--- config.mk ---
export PLATFORM = sky130hd
export DESIGN_NAME = popcount_pipe_flat
export DESIGN_NICKNAME = d
export VERILOG_FILES = /design/src/rtl/popcount_pipe_if.sv /design/src/rtl/popcount_pipe.sv /design/src/flat_wrapper.sv
export SDC_FILE = /design/constraint.sdc
export NUM_CORES = 1
export LEC_CHECK = 0
export ABC_AREA = 1
export CAP_MARGIN = 5
export CELL_PAD_IN_SITES_DETAIL_PLACEMENT = 0
export CELL_PAD_IN_SITES_GLOBAL_PLACEMENT = 1
export CORE_ASPECT_RATIO = 0.7
export CORE_MARGIN = 3
export CORE_UTILIZATION = 39
export DETAILED_ROUTE_END_ITERATION = 12
export GPL_TIMING_DRIVEN = 1
export MAX_ROUTING_LAYER = met4
export PLACE_DENSITY = 0.9
export SLEW_MARGIN = 10
export SYNTH_ARGS = -nofsm -noshare
export SYNTH_HDL_FRONTEND = slang
export SYNTH_SLANG_ARGS = --single-unit
--- constraint.sdc ---
create_clock -name clk -period 2.9 [get_ports clk]
set_clock_uncertainty 0.15 [all_clocks]
set_input_delay 0.725 -clock clk [delete_from_list [all_inputs] [get_ports clk]]
set_output_delay 0.725 -clock clk [all_outputs]
set_load 0.005 [all_outputs]
--- src/rtl/popcount_pipe_if.sv ---
// Valid-qualified request/result bundle for the pipelined ones-counter.
// The master drives words in; the slave (the counter) returns the count and flags.
interface popcount_pipe_if #(
    parameter int unsigned DATA_W = 8,
    parameter int unsigned CNT_W  = $clog2(DATA_W + 1)
);
    logic              in_valid;
    logic [DATA_W-1:0] data_in;
    logic              out_valid;
    logic [CNT_W-1:0]  count_out;
    logic              all_zero;
    logic              all_ones;
    logic              parity;

    modport master (
        output in_valid,
        output data_in,
        input  out_valid,
        input  count_out,
        input  all_zero,
        input  all_ones,
        input  parity
    );

    modport slave (
        input  in_valid,
        input  data_in,
        output out_valid,
        output count_out,
        output all_zero,
        output all_ones,
        output parity
    );
endinterface

--- src/rtl/popcount_pipe.sv ---
// Two-stage registered population count: nibble partial counts, then summed
// count with zero/ones/parity flags. DATA_W must be a multiple of 4, >= 4.
module popcount_pipe #(
    parameter int unsigned DATA_W = 8,
    parameter int unsigned CNT_W  = $clog2(DATA_W + 1)
) (
    input logic            clk,
    input logic            rst_n,
    popcount_pipe_if.slave bus
);

    localparam int unsigned NIB_N = DATA_W / 4;
    localparam int unsigned NIB_W = 3;

    logic [NIB_N-1:0][NIB_W-1:0] nib_next;
    logic [NIB_N-1:0][NIB_W-1:0] nib_q;
    logic                        s1_valid;
    logic [CNT_W-1:0]            sum;

    logic                        out_valid;
    logic [CNT_W-1:0]            count_out;
    logic                        all_zero;
    logic                        all_ones;
    logic                        parity;

    // Per-nibble ones count, 0..4
    always_comb begin
        nib_next = '0;
        for (int i = 0; i < int'(NIB_N); i++) begin
            nib_next[i] = NIB_W'(bus.data_in[4*i])     + NIB_W'(bus.data_in[4*i+1])
                        + NIB_W'(bus.data_in[4*i+2])   + NIB_W'(bus.data_in[4*i+3]);
        end
    end

    // Stage 1: partials only load on a valid word so idle X never enters the pipe
    always_ff @(posedge clk or negedge rst_n) begin
        if (!rst_n) begin
            s1_valid <= 1'b0;
            nib_q    <= '0;
        end else begin
            s1_valid <= bus.in_valid;
            if (bus.in_valid) begin
                nib_q <= nib_next;
            end
        end
    end

    // Adder tree over partials; CNT_W holds DATA_W so it cannot overflow
    always_comb begin
        sum = '0;
        for (int i = 0; i < int'(NIB_N); i++) begin
            sum = sum + CNT_W'(nib_q[i]);
        end
    end

    // Stage 2: results hold their last valid value while idle
    always_ff @(posedge clk or negedge rst_n) begin
        if (!rst_n) begin
            out_valid <= 1'b0;
            count_out <= '0;
            all_zero  <= 1'b0;
            all_ones  <= 1'b0;
            parity    <= 1'b0;
        end else begin
            out_valid <= s1_valid;
            if (s1_valid) begin
                count_out <= sum;
                all_zero  <= (sum == '0);
                all_ones  <= (sum == CNT_W'(DATA_W));
                parity    <= sum[0];
            end
        end
    end

    assign bus.out_valid = out_valid;
    assign bus.count_out = count_out;
    assign bus.all_zero  = all_zero;
    assign bus.all_ones  = all_ones;
    assign bus.parity    = parity;

endmodule

--- src/flat_wrapper.sv ---
// flat-port wrapper written by rule: the top's interface ports become plain ports
module popcount_pipe_flat 
#(
    parameter int unsigned DATA_W = 8,
    parameter int unsigned CNT_W  = $clog2(DATA_W + 1)
)
  (clk, rst_n, bus_in_valid, bus_data_in, bus_out_valid, bus_count_out, bus_all_zero, bus_all_ones, bus_parity);
  popcount_pipe_if #(.DATA_W(DATA_W), .CNT_W(CNT_W)) bus_i ();
  input logic clk;
  input logic rst_n;
  input wire logic [$bits(bus_i.in_valid)-1:0] bus_in_valid;
  input wire logic [$bits(bus_i.data_in)-1:0] bus_data_in;
  output wire logic [$bits(bus_i.out_valid)-1:0] bus_out_valid;
  output wire logic [$bits(bus_i.count_out)-1:0] bus_count_out;
  output wire logic [$bits(bus_i.all_zero)-1:0] bus_all_zero;
  output wire logic [$bits(bus_i.all_ones)-1:0] bus_all_ones;
  output wire logic [$bits(bus_i.parity)-1:0] bus_parity;
  assign bus_i.in_valid = bus_in_valid;
  assign bus_i.data_in = bus_data_in;
  assign bus_out_valid = bus_i.out_valid;
  assign bus_count_out = bus_i.count_out;
  assign bus_all_zero = bus_i.all_zero;
  assign bus_all_ones = bus_i.all_ones;
  assign bus_parity = bus_i.parity;
  popcount_pipe #(.DATA_W(DATA_W), .CNT_W(CNT_W)) u_core (.clk(clk), .rst_n(rst_n), .bus(bus_i));
endmodule
==> impl_metrics.tcl <==
set metrics [dict create \
    layout_commonest_cell "clkdlybuf4s50_1" \
    synth_area_leader_cell "dfrtp_1" \
    buffer_ports.inserted 18 \
    first_global_vias 481 \
    hold_path.class "reg2reg" \
    total_cell_area_at_the_placement_stage_sq_um 928 \
    clock_tree.buffer_depth 2 \
    power.density_cell_area_nw_per_um2 604 \
    numClockSinks 14 \
    row_count 12 \
    max_clock_freq_mhz 430 \
    post_cts.repair.setup_buffers 0 \
    antennaDiodeCount 0 \
    crit_path_top_delay_cell "clkdlybuf4s50_1" \
    vias_per_cell 4.68 \
    timing.final.crit_period_ns 2.32 \
    max-cap-violations 0 \
    worst_slew_pin_slew_ns 0.606 \
    critical-path-top-cell-by-count "ha_1" \
    vdd_drop_max_uv 359 \
    die_x_um 58.1 \
    grt_start_max_net_pins 15 \
    netlist.area_leader.share 0.473 \
    rsz0062_at_grt "no" \
    post-route-util 0.565 \
    cp_data_arrival_time_ns 2.34 \
    ys_types 15 \
    drcViolationCount 0 \
    ys_seq_elements 14 \
    rr_worst_depth 7 \
    mappedNetlistNets 85 \
    grt_use_met2 0.189 \
    outcome "completed" \
    avgRoutedWirePerCell_um 12.2 \
    post_synth.cell_area_avg_sq_um 11.6 \
    grt_first_pass_wirelength_mm 2.25 \
    post_cts_hold_buffer_count 0 \
    grt.busiest_layer "met2" \
    detailed_place_hpwl_mm 1.06 \
    finish.net_count 106 \
    grt_util_all_layers 0.131 \
    insertion_delay_ns 0.28 \
    routed_wl_mm 1.27 \
    setup_viol 0 \
    rr_endpoint "u_core.bus.all_zero" \
    cts_tree "built" \
    mappedNetlistArea_sq_um 741 \
    die_height_um 42.5 \
    worst-r2r-setup-slack_ns 1.21 \
    clk_pin_slew_ns 0.08 \
    design.core.area_sq_um 1680 \
    final_cell_area_sq_um 951 \
    criticalPathCategory "in2reg" \
    global_route.usage.met3 0.0646 \
    cts-htree-levels 1 \
    worst_ep_required_time_ns 2.92 \
    global_route.usage.met1 0.158 \
    syn_inst 64 \
    yosysWarningCount 0 \
    hold_path_startpoint "u_core.bus.all_zero" \
    post_cts_resized 0 \
    area_growth_pct 28.4 \
    cp-start-kind "primary input" \
    cell_leakage_power_nw 0.481 \
    fillCellCount 156 \
    final-hold-violation-count 0 \
    final.setup.tns_ns 0 \
    io_pins 19 \
    detail_route.iter0.violations 12 \
    timing.critical_path.to_type "flop" \
    maxSlewViolCount 0 \
    cp_max_fo 1 \
    critical_path.top_delay_family "adder cells" \
    cts_made_buffers 3 \
    ys_top_cells_by_area "dfrtp_1, mux2_4, ha_1" \
    critical_path.cell_chain "clkdlybuf4s50_1, ha_1, fa_1, ha_1, mux2_4" \
    timing.critical_path.slowest_cell_delay_ns 0.41 \
    reg2reg_from "u_core.nib_q[0]" \
    die_area_sq_um 2470 \
    worstSetupPathDepth 5 \
    clock-root-buffer "clkbuf_4" \
    drt_pre_antenna_iters 4 \
    synth_sequential_area_ratio 0.473 \
    timing.final.crit_share 0.802 \
    timing.slew.headroom 0.595 \
    hold_path_endpoint "u_core.bus.all_zero" \
    num_vias 487 \
    min_path_cells 2 \
    grt-ovfl-total 0 \
    start_util 0.440 \
    drtAntennaViolNets 0 \
    mostFrequentLayoutCells "clkdlybuf4s50_1, nand2_1, dfrtp_1, ha_1" \
    globalplace.congestion 0.765 \
    critical_path_buf_inv_count 1 \
    antenna_found_initial 0 \
    layout-drive-gt1-share 0.145 \
]
-- kinds of logic after synthesis --
| group | count (synthesis) | share of synthesized area |
|---|---|---|
| and+or+nand+nor | 22 | 0.123 |
| DFF | 14 | 0.473 |
| adders and majority gates | 10 | 0.199 |
| buffers and inverters | 9 | 0.0608 |
| muxes | 6 | 0.122 |
| AOI/OAI and AO/OA | 3 | 0.0220 |
-- final cells by class --
| class | instances | area [sq um] | share of cell area |
|---|---|---|---|
| Sequential cell | 14 | 350 | 0.368 |
| Multi-Input combinational cell | 41 | 345 | 0.363 |
| Clock buffer | 3 | 22.5 | 0.0237 |
| Timing Repair Buffer | 18 | 180 | 0.189 |
| Inverter | 7 | 26.3 | 0.0276 |
| Tap cell | 21 | 26.3 | 0.0276 |
-- per-layer routing --
layer | wire length (um) | share of wire
met5 | 0 | 0
met4 | 20 | 0.016
met3 | 88 | 0.069
met2 | 579 | 0.46
met1 | 583 | 0.46
-- worst reg2reg max path, cell delays in order, from the launching register on --
cell and delay, ns:
dfrtp_1 0.40, ha_1 0.24, fa_1 0.44, inv_1 0.08, nand3_1 0.09, nor2_2 0.13, nand2_1 0.06, nand2_1 0.05
-- where the power goes --
group | internal, mW | total, mW | switching, mW
clock network | 0.0482 | 0.108 | 0.0603
registers | 0.235 | 0.264 | 0.0284
logic | 0.121 | 0.202 | 0.0803
total | 0.405 | 0.574 | 0.169
-- worst max-delay path by stage --
stage	from	to	slack, ns
after floorplan	bus_data_in[0]	u_core.nib_q[1]	0.75
after global placement	bus_data_in[4]	u_core.nib_q[4]	0.29
after detailed placement	bus_data_in[0]	u_core.nib_q[1]	0.26
after CTS	bus_data_in[4]	u_core.nib_q[4]	0.58
after global routing	bus_data_in[4]	u_core.nib_q[4]	0.55
final	bus_data_in[0]	u_core.nib_q[1]	0.58
-- state kept, by name, summed over array words and instances (netlist names) --
register / count
u_core.bus.all_ones: 1
u_core.bus.out_valid: 1
u_core.bus.count_out: 4
u_core.nib_q: 6
u_core.bus.all_zero: 1
u_core.s1_valid: 1
-- metrics by stage --
step	setup slack (ns)	power, mW	hold WS [ns]	instances
2_1_floorplan	0.747	0.374	0.279	64
3_3_place_gp	0.295	0.464	0.314	101
3_5_place_dp	0.265	0.473	0.314	101
4_1_cts	0.576	0.585	0.336	104
5_1_grt	0.549	0.623	0.365	104
6_report	0.575	0.574	0.331	104
-- cells in the mapped netlist --
master,number
inv_2,1
nand2_1,15
ha_1,7
inv_1,6
nor2_2,1
fa_1,3
buf_6,1
nand3_1,3
nor2_1,2
nand2_2,1
dfrtp_1,14
mux2_4,6
a31oi_1,1
o21ai_0,2
buf_4,1
Power figures use the tool's default switching activity.
